--- src/rtl/sorting_insert_if.sv ---
// Avalon-ST style stream bundle shared by the sorter's sink and source sides.
// The slave side leaves out error, which a sink has no use for.
interface sorting_insert_if #(
    parameter int unsigned DWIDTH = 16
);
    logic [DWIDTH-1:0] data;
    logic              startofpacket;
    logic              endofpacket;
    logic              valid;
    logic              ready;
    logic              error;

    modport master (
        output data, startofpacket, endofpacket, valid, error,
        input  ready
    );

    modport slave (
        input  data, startofpacket, endofpacket, valid,
        output ready
    );
endinterface

--- src/rtl/sorting_insert.sv ---
// Streaming packet sorter: every accepted word is inserted into sorted position in the
// cycle it arrives, so the sorted packet can be replayed right after its EOP beat.
module sorting_insert #(
    parameter int unsigned  DWIDTH      = 16,
    parameter int unsigned  MAX_PKT_LEN = 16,
    localparam int unsigned CWIDTH      = $clog2(MAX_PKT_LEN + 1)
) (
    input  logic             clk_i,
    input  logic             arstn_i,
    input  logic             dir_i,
    sorting_insert_if.slave  snk,
    sorting_insert_if.master src
);

    typedef enum logic [1:0] {StIdle, StFill, StSend} state_e;

    state_e            state_q, state_d;
    logic [CWIDTH-1:0] count_q, count_d;
    logic [CWIDTH-1:0] rd_q, rd_d;
    logic              ovf_q, ovf_d;
    logic              dir_q, dir_d;
    logic              ready_q, ready_d;
    logic [DWIDTH-1:0] mem_q [MAX_PKT_LEN];
    logic [DWIDTH-1:0] mem_d [MAX_PKT_LEN];

    logic [CWIDTH-1:0] ins_pos;
    logic [DWIDTH-1:0] rd_data;
    logic              accept;
    logic              in_send;
    logic              is_last;

    assign accept  = snk.valid && ready_q;
    assign in_send = (state_q == StSend);
    assign is_last = (rd_q == count_q - CWIDTH'(1));

    // Stored words stay sorted, so the kept slots form a prefix and their count is the slot.
    always_comb begin
        ins_pos = '0;
        for (int i = 0; i < int'(MAX_PKT_LEN); i++) begin
            if (CWIDTH'(i) < count_q) begin
                if (dir_q ? (mem_q[i] >= snk.data) : (mem_q[i] <= snk.data)) begin
                    ins_pos = ins_pos + CWIDTH'(1);
                end
            end
        end
    end

    always_comb begin
        rd_data = mem_q[0];
        for (int i = 0; i < int'(MAX_PKT_LEN); i++) begin
            if (CWIDTH'(i) == rd_q) begin
                rd_data = mem_q[i];
            end
        end
    end

    always_comb begin
        state_d = state_q;
        count_d = count_q;
        rd_d    = rd_q;
        ovf_d   = ovf_q;
        dir_d   = dir_q;
        mem_d   = mem_q;

        unique case (state_q)
            StIdle, StFill: begin
                if (accept && snk.startofpacket) begin
                    // A new SOP always starts a fresh packet, abandoning any partial one.
                    dir_d    = dir_i;
                    mem_d[0] = snk.data;
                    count_d  = CWIDTH'(1);
                    ovf_d    = 1'b0;
                    rd_d     = '0;
                    state_d  = snk.endofpacket ? StSend : StFill;
                end else if (accept && (state_q == StFill)) begin
                    if (count_q < CWIDTH'(MAX_PKT_LEN)) begin
                        mem_d[0] = (ins_pos == '0) ? snk.data : mem_q[0];
                        for (int i = 1; i < int'(MAX_PKT_LEN); i++) begin
                            if (CWIDTH'(i) == ins_pos) begin
                                mem_d[i] = snk.data;
                            end else if (CWIDTH'(i) > ins_pos) begin
                                mem_d[i] = mem_q[i-1];
                            end
                        end
                        count_d = count_q + CWIDTH'(1);
                    end else begin
                        ovf_d = 1'b1;
                    end
                    if (snk.endofpacket) begin
                        state_d = StSend;
                    end
                end
            end
            StSend: begin
                if (src.ready) begin
                    if (is_last) begin
                        rd_d    = '0;
                        state_d = StIdle;
                    end else begin
                        rd_d = rd_q + CWIDTH'(1);
                    end
                end
            end
            default: state_d = StIdle;
        endcase

        ready_d = (state_d != StSend);
    end

    always_ff @(posedge clk_i or negedge arstn_i) begin
        if (!arstn_i) begin
            state_q <= StIdle;
            count_q <= '0;
            rd_q    <= '0;
            ovf_q   <= 1'b0;
            dir_q   <= 1'b0;
            ready_q <= 1'b0;
            for (int i = 0; i < int'(MAX_PKT_LEN); i++) begin
                mem_q[i] <= '0;
            end
        end else begin
            state_q <= state_d;
            count_q <= count_d;
            rd_q    <= rd_d;
            ovf_q   <= ovf_d;
            dir_q   <= dir_d;
            ready_q <= ready_d;
            mem_q   <= mem_d;
        end
    end

    // rd is held at 0 outside SEND, so rd_data shows mem[0] there.
    assign snk.ready         = ready_q;
    assign src.data          = rd_data;
    assign src.valid         = in_send;
    assign src.startofpacket = in_send && (rd_q == '0);
    assign src.endofpacket   = in_send && is_last;
    assign src.error         = in_send && is_last && ovf_q;

endmodule

--- src/flat_wrapper.sv ---
// flat-port wrapper written by rule: the top's interface ports become plain ports
module sorting_insert_flat 
#(
    parameter int unsigned  DWIDTH      = 16,
    parameter int unsigned  MAX_PKT_LEN = 16,
    localparam int unsigned CWIDTH      = $clog2(MAX_PKT_LEN + 1)
)
  (clk_i, arstn_i, dir_i, snk_data, snk_startofpacket, snk_endofpacket, snk_valid, snk_ready, src_data, src_startofpacket, src_endofpacket, src_valid, src_error, src_ready);
  sorting_insert_if #(.DWIDTH(DWIDTH)) snk_i ();
  sorting_insert_if #(.DWIDTH(DWIDTH)) src_i ();
  input  logic clk_i;
  input  logic arstn_i;
  input  logic dir_i;
  input wire logic [$bits(snk_i.data)-1:0] snk_data;
  input wire logic [$bits(snk_i.startofpacket)-1:0] snk_startofpacket;
  input wire logic [$bits(snk_i.endofpacket)-1:0] snk_endofpacket;
  input wire logic [$bits(snk_i.valid)-1:0] snk_valid;
  output wire logic [$bits(snk_i.ready)-1:0] snk_ready;
  output wire logic [$bits(src_i.data)-1:0] src_data;
  output wire logic [$bits(src_i.startofpacket)-1:0] src_startofpacket;
  output wire logic [$bits(src_i.endofpacket)-1:0] src_endofpacket;
  output wire logic [$bits(src_i.valid)-1:0] src_valid;
  output wire logic [$bits(src_i.error)-1:0] src_error;
  input wire logic [$bits(src_i.ready)-1:0] src_ready;
  assign snk_i.data = snk_data;
  assign snk_i.startofpacket = snk_startofpacket;
  assign snk_i.endofpacket = snk_endofpacket;
  assign snk_i.valid = snk_valid;
  assign snk_ready = snk_i.ready;
  assign src_data = src_i.data;
  assign src_startofpacket = src_i.startofpacket;
  assign src_endofpacket = src_i.endofpacket;
  assign src_valid = src_i.valid;
  assign src_error = src_i.error;
  assign src_i.ready = src_ready;
  sorting_insert #(.DWIDTH(DWIDTH), .MAX_PKT_LEN(MAX_PKT_LEN)) u_core (.clk_i(clk_i), .arstn_i(arstn_i), .dir_i(dir_i), .snk(snk_i), .src(src_i));
endmodule
--- config.mk ---
export PLATFORM = sky130hd
export DESIGN_NAME = sorting_insert_flat
export DESIGN_NICKNAME = d
export VERILOG_FILES = /design/src/rtl/sorting_insert_if.sv /design/src/rtl/sorting_insert.sv /design/src/flat_wrapper.sv
export SDC_FILE = /design/constraint.sdc
export NUM_CORES = 1
export LEC_CHECK = 0
export ABC_AREA = 1
export BUFFER_PORTS_ARGS = -buffer_cell sky130_fd_sc_hd__buf_2
export CORE_MARGIN = 2
export CORE_UTILIZATION = 58
export DETAILED_ROUTE_END_ITERATION = 8
export PLACE_DENSITY = 0.71
export REMOVE_ABC_BUFFERS = 1
export SLEW_MARGIN = 10
export SYNTH_ARGS = -nofsm -noshare
export SYNTH_HDL_FRONTEND = slang
export SYNTH_SLANG_ARGS = --single-unit
--- constraint.sdc ---
create_clock -name clk_i -period 30.2 [get_ports clk_i]
set_input_delay 4.53 -clock clk_i [delete_from_list [all_inputs] [get_ports clk_i]]
set_output_delay 4.53 -clock clk_i [all_outputs]
set_load 0.01 [all_outputs]
==> reports/metrics.csv, run 1 <==
stage;metric;value;unit
power;ir_drop;109;uV
critical_path;r2r-start;u_core.mem_q[255]$_DFFE_PN0P_;
layout;syn_to_final_growth;6.64;%
critical_path;crit_path_start_kind;input port;
sta;finalHoldViolCount;0;
yosys;synth_area_leader_cell;dfrtp_1;
global_routing;grt_pass1_vias;23517;
yosys;synth_seq_cells;271;
place;dpl_cell_area;0.0245;mm^2
yosys;yosysWarnings;0;
layout;nNetsFinal;3827;
critical_path;cp_common_cell;nand2_1;
route;dr_wl_met2;37.4;mm
power;leakage;13.9;nW
critical_path;cp-end-kind;register;
global_routing;grt_overflow;0;
clock_tree;cts_made_buffers;36;
sta;worstMarginPinSlew;1050;ps
route;first_pass_iters;6;
sta;slew_viol_final;0;
yosys;netlist_instances;3548;
clock_tree;cts_tree;done;
sta;finalSetupViolations;0;
die;core;0.0409;mm^2
yosys;yosysUniqueCellTypes;60;
die;io_pins;44;
global_routing;antenna_found_initial;1;
global_routing;grt_max_degree;80;
critical_path;critPathLaunch;snk_data[5];
die;start_util;58.9;%
die;die_y;208;um
critical_path;crit_family;simple AND/OR/NAND/NOR gates;
sta;finalSetupTns;0;ps
sta;fin_crit;17470;ps
clock_tree;ctsLongestPathBuffers;3;
critical_path;crit_buf_inv;12;
route;drcViolationCount;0;
job;cap_violations;0;
power;p_per_area;122;mW/mm^2
clock_tree;cts_root_buffer;clkbuf_16;
yosys;synth_edf_count;0;
route;m1WireLength;35.2;mm
sta;finClkSkew;33.7;ps
route;final_antenna_net_count;0;
clock_tree;clk_pin_slew;60;ps
die;die_area;0.0432;mm^2
yosys;synthArstFlopShare;100;%
yosys;synth_top_area_share;28.1;%
layout;final_cell_area;0.0257;mm^2
clock_tree;cts_setup_buffers;0;
sta;maxSlewHeadroom;30.0;%
critical_path;r2r_cells;65;
run_status;outcome;finished clean;
layout;ff_latch_area;0.00678;mm^2
place;dp_hpwl;61.9;mm
yosys;ys_top_cells_by_count;nand2_1, inv_1, ha_1;
die;rows;74;
layout;multiInputGateArea;0.0152;mm^2
place;port_buffers;43;
yosys;syn_area;0.0241;mm^2
route;avgViaCountPerCell;6.06;
critical_path;slowest_delay;510;ps
route;initialDrtViolationCount;2613;
route;wl_met3;8.48;mm
clock_tree;worstSkewPairLatency;580;ps
critical_path;cp.required;30640;ps
critical_path;critical_path_depth;71;
layout;drive_above_1_share;7.49;%
route;vias;24760;
global_routing;grt_usage;39.2;%
clock_tree;htreeDepth;2;
clock_tree;cts_resized;0;
critical_path;cp_slowest_cell;nand2_1;
critical_path;crit_end;u_core.mem_q[207]$_DFFE_PN0P_;
sta;post-route-period-util;57.9;%
yosys;synth.most_common_cell;nand2_1;
critical_path;critPathKind;in2reg;
yosys;yosysSeqAreaShare;28.1;%
yosys;avgSynthCellArea;6.79;um^2
critical_path;cp.arrival;17910;ps
place;place.gp.congestion;0.969;
clock_tree;cts_num_sinks;271;
route;wl;85.5;mm
clock_tree;ctsHoldBuffers;0;
layout;nFillCells;3854;
critical_path;worstReg2RegEnd;u_core.mem_q[207]$_DFFE_PN0P_;
sta;rsz0062_at_grt;false;
sta;fmax;57.2;MHz
global_routing;grt_pass1_wl;133;mm
yosys;ys_top_cells_by_area;dfrtp_1, nand2_1, ha_1;
sta;hold_ws;485;ps
critical_path;rrSetupSlack;17160;ps
route;top_layer_used;met4;
die;die_x;208;um
yosys;synthFlopType;dfrtp_1;
worst_hold_path;hp-class;reg2reg;
critical_path;cp_max_fo;22;
route;routedWlPerCell;20.9;um
## state kept, by name, indices dropped and copies added (netlist names)
signal / count
u_core.mem_q: 256
u_core.dir_q: 1
u_core.state_q: 2
u_core.count_q: 5
u_core.snk.ready: 1
u_core.ovf_q: 1
u_core.rd_q: 5
## worst reg2reg max path: cells and delay by family (launching register included)
family	cells	cell delay, ps
compound gates	6	1120
fa+ha+maj	16	4590
buf+inv	9	910
flops	1	390
simple gates	34	5950
## stage by stage
step,total power (W),std cells,setup slack (ps),util (%)
after detailed placement,0.00265,4019,12390,59.9
after floorplan,0.00198,3410,14390,-
after global placement,0.00258,4019,12730,59.9
after CTS,0.00310,4083,12940,62.8
after global routing,0.00341,4084,11960,62.8
final,0.00315,4084,12730,62.8
## where the power goes
group          internal (W)  switching (W)
Clock              0.000264       0.000181
Combinational      0.000620        0.00143
Sequential         0.000501       0.000151
## placed cells by master, fill, tap and decap left out, drive strengths merged
master       n
o221a        4
nor3b        3
buf         77
nor4         6
o31ai        3
xor2        10
clkinvlp     1
nand4       45
clkinv      14
bufinv       2
nand3      247
a211oi      13
o21bai      10
o311ai       3
a21boi       1
o21a         8
a2111oi      7
ha         279
a21oi      144
o22ai       21
nand3b       8
a21o         3
or2          9
a221oi       5
o2111ai      1
o221ai      18
diode        1
inv        373
xnor2        6
a31oi       16
nor4b        2
dfrtp      271
nor3        17
o211ai      35
nand2     1289
nor2       187
o21ai      360
clkbuf      53
## cells by family after synthesis
family	share of synthesized area (%)
fa+ha+maj	14.5
xor+xnor	0.659
flops	28.1
simple gates	32.4
buf+inv	9.00
compound gates	15.4
## worst min path at each step
stage	from	endpoint	slack, ps	depth (start not counted)
final	u_core.mem_q[160]$_DFFE_PN0P_	u_core.mem_q[160]$_DFFE_PN0P_	490	2
after global routing	u_core.mem_q[74]$_DFFE_PN0P_	u_core.mem_q[74]$_DFFE_PN0P_	530	2
after CTS	u_core.mem_q[160]$_DFFE_PN0P_	u_core.mem_q[160]$_DFFE_PN0P_	480	2
after detailed placement	u_core.mem_q[160]$_DFFE_PN0P_	u_core.mem_q[160]$_DFFE_PN0P_	470	2
after global placement	u_core.mem_q[0]$_DFFE_PN0P_	u_core.mem_q[0]$_DFFE_PN0P_	460	2
after floorplan	u_core.mem_q[160]$_DFFE_PN0P_	u_core.mem_q[160]$_DFFE_PN0P_	450	2
## cell type report
cell class	instances	area share (%)
clock buffers	53	4.19
flip-flops and latches	271	26.4
clock inverters	11	0.448
inverters	379	5.56
diodes	1	0.00974
well taps	532	2.59
repair buffers	77	1.87
multi-input cells	2760	58.9
## per-layer routing
layer | GRT usage, % | up-vias
li1 | - | 11689
met5 | 0 | -
met1 | 52.6 | 11634
met4 | 18.8 | 0
met2 | 60.3 | 1227
met3 | 8.58 | 210
(Power assumes the default switching activity.)
==> inputs of run 2 (changes only) <==
Settings changed: ABC_AREA 1 to 0.
Clock period 30.2 ns to 17.8 ns, I/O delays scaled along.
==> reports/metrics.csv, run 2 <==
stage;metric;value;unit;change
route;routedWlPerCell;25.0;um;was 20.9 um
sta;rsz0062_at_grt;false;;unchanged
die;die_y;205;um;was 208 um
route;first_pass_iters;5;;was 6
job;cap_violations;0;;unchanged
route;drcViolationCount;0;;unchanged
yosys;synthFlopType;dfrtp_1;;unchanged
sta;finalSetupTns;0;ps;unchanged
sta;finalSetupViolations;0;;unchanged
global_routing;grt_max_degree;79;;was 80
yosys;synth_edf_count;0;;unchanged
place;dp_hpwl;57.5;mm;was 61.9 mm
run_status;outcome;finished clean;;unchanged
sta;maxSlewHeadroom;22.9;%;was 30.0%
yosys;yosys.area_share.simple;14.3;%;was 32.4%
yosys;synth_fa_ha_area_share;14.9;%;was 14.5%
critical_path;slowest_delay;600;ps;was 510 ps
route;final_antenna_net_count;0;;unchanged
die;die_x;205;um;was 208 um
sta;post-route-period-util;94.5;%;
yosys;synth.most_common_cell;a21oi_1;;was nand2_1
layout;layout_common_cells;a21oi_1, ha_1, dfrtp_1;;was nand2_1, inv_1, ha_1
layout;syn_to_final_growth;8.19;%;was 6.64%
power;ir_drop;216;uV;was 109 uV
clock_tree;clk_pin_slew;60;ps;about the same
clock_tree;htreeDepth;2;;unchanged
critical_path;cp_max_fo;22;;unchanged
yosys;yosysWarnings;0;;unchanged
yosys;yosysSeqAreaShare;28.9;%;was 28.1%
route;avgViaCountPerCell;6.84;;was 6.06
clock_tree;cts_num_sinks;271;;unchanged
sta;worstMarginPinSlew;1150;ps;was 1050 ps
power;leakage;11.5;nW;was 13.9 nW
critical_path;cp.required;18220;ps;was 30640 ps
critical_path;cp_slowest_cell;mux2i_4;;was nand2_1
yosys;synth_top_area_share;28.9;%;was 28.1%
yosys;synth_top_family_by_area;compound AO/OA/AOI/OAI gates;;was simple AND/OR/NAND/NOR gates
die;io_pins;44;;unchanged
yosys;synth_area_leader_cell;dfrtp_1;;unchanged
die;start_util;59.0;%;was 58.9%
die;core;0.0398;mm^2;was 0.0409 mm^2
clock_tree;cts_setup_buffers;0;;unchanged
layout;num_antenna_cells;0;;was 1
yosys;ys_top_cells_by_count;a21oi_1, ha_1, dfrtp_1;;was nand2_1, inv_1, ha_1
sta;hold_ws;516;ps;was 485 ps
sta;fmax;59.4;MHz;
layout;final_common_cell;a21oi_1;;was nand2_1
yosys;netlist_instances;2683;;was 3548
critical_path;critPathKind;in2reg;;unchanged
yosys;muxShareOfSynthArea;10.1;%;was 0%
place;place.gp.congestion;0.945;;was 0.969
clock_tree;ctsLongestPathBuffers;3;;unchanged
clock_tree;cts_root_buffer;clkbuf_16;;unchanged
critical_path;cp_common_cell;ha_1;;was nand2_1
clock_tree;cts_tree;done;;unchanged
sta;fin_crit;16820;ps;
sta;finClkSkew;24.4;ps;was 33.7 ps
layout;post-route-util;63.8;%;was 62.8%
route;vias;21993;;was 24760
global_routing;grt_usage;38.8;%;was 39.2%
layout;drive_above_1_share;12.0;%;was 7.49%
worst_hold_path;hp-class;reg2reg;;unchanged
yosys;synth_compound_area_share;24.6;%;was 15.4%
die;rows;73;;was 74
yosys;yosysUniqueCellTypes;91;;was 60
global_routing;grt_pass1_vias;21552;;was 23517
sta;finalHoldViolCount;0;;unchanged
die;die_area;0.0421;mm^2;was 0.0432 mm^2
layout;stdcell_count;3216;;was 4084
route;wl;80.5;mm;was 85.5 mm
yosys;ys_top_cells_by_area;dfrtp_1, ha_1, a21oi_1;;was dfrtp_1, nand2_1, ha_1
global_routing;grt_pass1_wl;125;mm;was 133 mm
critical_path;cp.arrival;17240;ps;was 17910 ps
yosys;synth_seq_cells;271;;unchanged
clock_tree;worstSkewPairLatency;560;ps;was 580 ps
place;place_inst;3154;;was 4019
global_routing;antenna_found_initial;0;;was 1
yosys;avgSynthCellArea;8.75;um^2;was 6.79 um^2
yosys;synth_xor_area_share;2.82;%;was 0.659%
place;port_buffers;43;;unchanged
power;p_per_area;203;mW/mm^2;was 122 mW/mm^2
yosys;synthArstFlopShare;100;%;unchanged
layout;top_regs;u_core.mem_q x256, u_core.count_q x5, u_core.rd_q x5;;unchanged
critical_path;crit_path_start_kind;input port;;unchanged
sta;slew_viol_final;0;;unchanged
layout;regMostFlops;u_core.mem_q;;unchanged
route;initialDrtViolationCount;2050;;was 2613
critical_path;cp-end-kind;register;;unchanged
clock_tree;cts_made_buffers;35;;was 36
layout;largest_reg_flops;256;;unchanged
yosys;syn_area;0.0235;mm^2;was 0.0241 mm^2
global_routing;grt_overflow;0;;unchanged
layout;nNetsFinal;2968;;was 3827
## run 2: changes by cell type after synthesis, sizes merged, moves of 42 or more
cell	before	now
mux2i	0	115
buf	82	34
inv	371	97
nor2	187	256
nand3	247	50
a21oi	144	302
mux2	0	103
nand2	1289	159
a211oi	13	109
o21ai	360	149
a21o	3	45
clkbuf	56	133
## run 2: cell families after synthesis
kind of cell	count (synthesis)
buf+inv	264
xor+xnor	61
compound gates	900
simple gates	690
flops	271
mux	218
fa+ha+maj	279
## run 2: per-stage QoR
step / setup slack (ps) / area [um^2] / total power (W)
after CTS: 1020 / 25400 / 0.00508
after global routing: 63.3 / 25400 / 0.00553
final: 977 / 25400 / 0.00514
after floorplan: 1840 / 22800 / 0.00334
after global placement: 891 / 24200 / 0.00424
after detailed placement: 447 / 24200 / 0.00435
## run 2: cell type report
class                           instances  area (um^2)
Multi-Input combinational cell       2148        15700
Fill cell                            3403        14400
Sequential cell                       271         6780
Clock buffer                           52         1020
Timing Repair Buffer                  113          751
Tap cell                              525          657
Inverter                               97          364
Clock inverter                         10          120
## run 2: timing repair
item,in CTS,in global routing
setup endpoints to repair,0,63
hold buffers,0,0
gates resized for setup,0,2
## run 2: final timing paths
check,slack (ps),cells past startpoint,startpoint,end
max,980,65,snk_data[1],u_core.mem_q[213]$_DFFE_PN0P_
min reg2reg,520,2,u_core.mem_q[0]$_DFFE_PN0P_,u_core.mem_q[0]$_DFFE_PN0P_
max reg2reg,3230,63,u_core.mem_q[225]$_DFFE_PN0P_,u_core.mem_q[213]$_DFFE_PN0P_
max in group asynchronous,13470,3,arstn_i,u_core.mem_q[197]$_DFFE_PN0P_
min in group asynchronous,2080,1,arstn_i,u_core.mem_q[7]$_DFFE_PN0P_
min,520,2,u_core.mem_q[0]$_DFFE_PN0P_,u_core.mem_q[0]$_DFFE_PN0P_
## run 2: worst max-delay path: cells and delay by family
family | cells | cell delay [ps]
fa+ha+maj | 15 | 4670
xor+xnor | 2 | 560
mux | 8 | 2670
compound gates | 19 | 3460
simple gates | 16 | 2370
buf+inv | 5 | 800
## run 2: routing by layer
metal,global-route usage [%],share of wire (%),vias up
li1,-,-,9997
met1,47.5,39,10608
met2,62.4,46,1045
met4,27.4,7.9,0
met5,0,0,-
met3,6.38,7.3,343
## run 2: power by group
group          switching (W)  internal [W]  total (W)  leakage [nW]
Combinational        0.00187       0.00129    0.00316          7.69
Sequential          0.000360      0.000899    0.00126          3.22
Clock               0.000293      0.000427   0.000720         0.554
==> inputs of run 3 (changes only) <==
Settings changed: REMOVE_ABC_BUFFERS 1 to unset.
==> reports/metrics.csv, run 3 (synthesized netlist as in run 2, its figures left out) <==
stage;metric;value;unit;change
run_status;outcome;finished clean;;unchanged
place;place.gp.congestion;0.977;;was 0.945
sta;worstMarginPinSlew;1300;ps;was 1150 ps
clock_tree;cts_root_buffer;clkbuf_16;;unchanged
sta;fin_crit;16870;ps;was 16820 ps
die;die_area;0.0421;mm^2;unchanged
critical_path;rrSetupSlack;3150;ps;was 3230 ps
sta;finClkSkew;18.6;ps;was 24.4 ps
clock_tree;cts_made_buffers;35;;unchanged
sta;finalSetupTns;0;ps;unchanged
global_routing;grt_use_met2;61.7;%;was 62.4%
global_routing;use_met1;48.5;%;was 47.5%
global_routing;grt_pass1_vias;21828;;was 21552
die;io_pins;44;;unchanged
critical_path;crit_family;adder cells;;unchanged
route;vias;22266;;was 21993
clock_tree;clk_pin_slew;50;ps;was 60 ps
worst_hold_path;holdPathEnd;u_core.ovf_q$_DFFE_PN0P_;;was u_core.mem_q[0]$_DFFE_PN0P_
sta;post-route-period-util;94.8;%;was 94.5%
route;wl;81.3;mm;was 80.5 mm
critical_path;cp_common_cell;ha_1;;unchanged
die;die_x;205;um;unchanged
critical_path;cp_max_fo;17;;was 22
global_routing;grt_max_degree;80;;was 79
critical_path;crit_path_start_kind;input port;;unchanged
clock_tree;cts_setup_buffers;0;;unchanged
route;initialDrtViolationCount;2457;;was 2050
layout;syn_to_final_growth;8.65;%;was 8.19%
power;ir_drop;163;uV;was 216 uV
layout;largest_reg_flops;256;;unchanged
clock_tree;ctsHoldBuffers;0;;unchanged
layout;post-route-util;64.1;%;was 63.8%
critical_path;cp.required;18230;ps;was 18220 ps
layout;nNetsFinal;2973;;was 2968
worst_hold_path;hold_depth;2;;unchanged
sta;maxSlewHeadroom;13.0;%;was 22.9%
die;rows;73;;unchanged
global_routing;antenna_found_initial;0;;unchanged
clock_tree;cts_tree;done;;unchanged
layout;drive_above_1_share;12.3;%;was 12.0%
route;first_pass_iters;6;;was 5
critical_path;cp_slowest_cell;xnor2_1;;was mux2i_4
critical_path;crit_buf_inv;8;;was 5
clock_tree;ctsLongestPathBuffers;3;;unchanged
global_routing;top_usage_layer;met2;;unchanged
layout;top_regs;u_core.mem_q x256, u_core.count_q x5, u_core.rd_q x5;;unchanged
sta;finalHoldViolCount;0;;unchanged
clock_tree;htreeDepth;2;;unchanged
global_routing;grtUsageMet3;7.67;%;was 6.38%
die;start_util;59.0;%;unchanged
critical_path;r2r-start;u_core.mem_q[225]$_DFFE_PN0P_;;unchanged
sta;slew_viol_final;0;;unchanged
job;cap_violations;0;;unchanged
route;avgViaCountPerCell;6.91;;was 6.84
layout;final_common_cell;a21oi_1;;unchanged
layout;layout_common_cells;a21oi_1, ha_1, dfrtp_1;;unchanged
global_routing;grt_pass1_wl;127;mm;was 125 mm
route;final_antenna_net_count;0;;unchanged
clock_tree;worstSkewPairLatency;560;ps;about the same
global_routing;grt_usage;39.0;%;was 38.8%
critical_path;critPathKind;in2reg;;unchanged
route;drcViolationCount;0;;unchanged
sta;finalSetupViolations;0;;unchanged
critical_path;cp.arrival;17300;ps;was 17240 ps
critical_path;cp-end-kind;register;;unchanged
layout;regMostFlops;u_core.mem_q;;unchanged
sta;fmax;59.3;MHz;was 59.4 MHz
power;leakage;11.5;nW;about the same
die;die_y;205;um;unchanged
yosys;syn-num-nets;2985;;
critical_path;slowest_delay;660;ps;was 600 ps
layout;num_antenna_cells;0;;unchanged
route;routedWlPerCell;25.2;um;was 25.0 um
critical_path;critPathLaunch;snk_data[1];;unchanged
place;port_buffers;43;;unchanged
critical_path;r2r_cells;64;;was 63
critical_path;worstReg2RegEnd;u_core.mem_q[213]$_DFFE_PN0P_;;unchanged
power;p_per_area;204;mW/mm^2;was 203 mW/mm^2
worst_hold_path;min-delay-start;u_core.ovf_q$_DFFE_PN0P_;;was u_core.mem_q[0]$_DFFE_PN0P_
clock_tree;cts_num_sinks;271;;unchanged
worst_hold_path;hp-class;reg2reg;;unchanged
die;core;0.0398;mm^2;unchanged
global_routing;grt_overflow;0;;unchanged
sta;rsz0062_at_grt;false;;unchanged
place;dp_hpwl;59.4;mm;was 57.5 mm
==> run 3: cell types whose count changed in the layout (fill, tap and decap cells not counted), moves of 2 or more <==
cell,before,now
buf_4,70,75
a2111oi_0,6,4
clkinvlp_4,2,0
clkbuf_8,6,9
a2111oi_1,0,2
==> run 3: metal layers <==
metal / vias up / wire, um
met4: 0 / 5870
met5: - / 0
met1: 10857 / 31500
li1: 10001 / -
met2: 1097 / 37000
met3: 311 / 6920
==> run 3: how the worst max path moves through the flow <==
stage,to,slack (ps),cells past startpoint
CTS,u_core.mem_q[114]$_DFFE_PN0P_,940,65
global placement,u_core.mem_q[117]$_DFFE_PN0P_,900,65
detailed placement,u_core.mem_q[124]$_DFFE_PN0P_,400,65
floorplan,u_core.mem_q[167]$_DFFE_PN0P_,2610,65
finish,u_core.mem_q[213]$_DFFE_PN0P_,930,66
global route,u_core.mem_q[210]$_DFFE_PN0P_,30,66
==> run 3: timing repair <==
item / 4_1_cts / 5_1_grt
endpoints found under the setup margin: 0 / 49
resized for setup: 0 / 3
hold endpoints to repair: 0 / 0
==> run 3: through the flow <==
| stage | area, um^2 | std cells | hold slack (ps) | setup WS [ps] | power, W |
|---|---|---|---|---|---|
| after floorplan | 23500 | 2683 | 455 | 2610 | 0.00341 |
| after global placement | 24300 | 3159 | 481 | 902 | 0.00424 |
| after detailed placement | 24300 | 3159 | 490 | 404 | 0.00436 |
| after CTS | 25500 | 3222 | 515 | 939 | 0.00512 |
| after global routing | 25500 | 3222 | 543 | 30.8 | 0.00557 |
| final | 25500 | 3222 | 518 | 934 | 0.00521 |
==> run 3: worst reg2reg max path: cells and delay by family, from the launching register on <==
| kind | cells | cell delay, ps |
|---|---|---|
| buffers and inverters | 6 | 910 |
| AND/OR/NAND/NOR | 15 | 2100 |
| XOR/XNOR | 3 | 1230 |
| adder cells (fa/ha/maj) | 15 | 4650 |
| flip-flops | 1 | 430 |
| multiplexers | 6 | 1770 |
| AO/OA/AOI/OAI | 19 | 3420 |
==> run 3: power by group <==
part           internal, W  total [W]  switching, W
Combinational      0.00130    0.00318       0.00187
Clock             0.000461   0.000749      0.000288
Sequential        0.000899    0.00128      0.000383
==> run 3: final cells by class <==
type	instances	area (um^2)
clock buffer	56	1090
clock inverter	7	110
tap	525	657
sequential	271	6780
timing repair buffer	118	788
fill	3413	14300
inverter	97	364
multi-input combinational	2148	15700
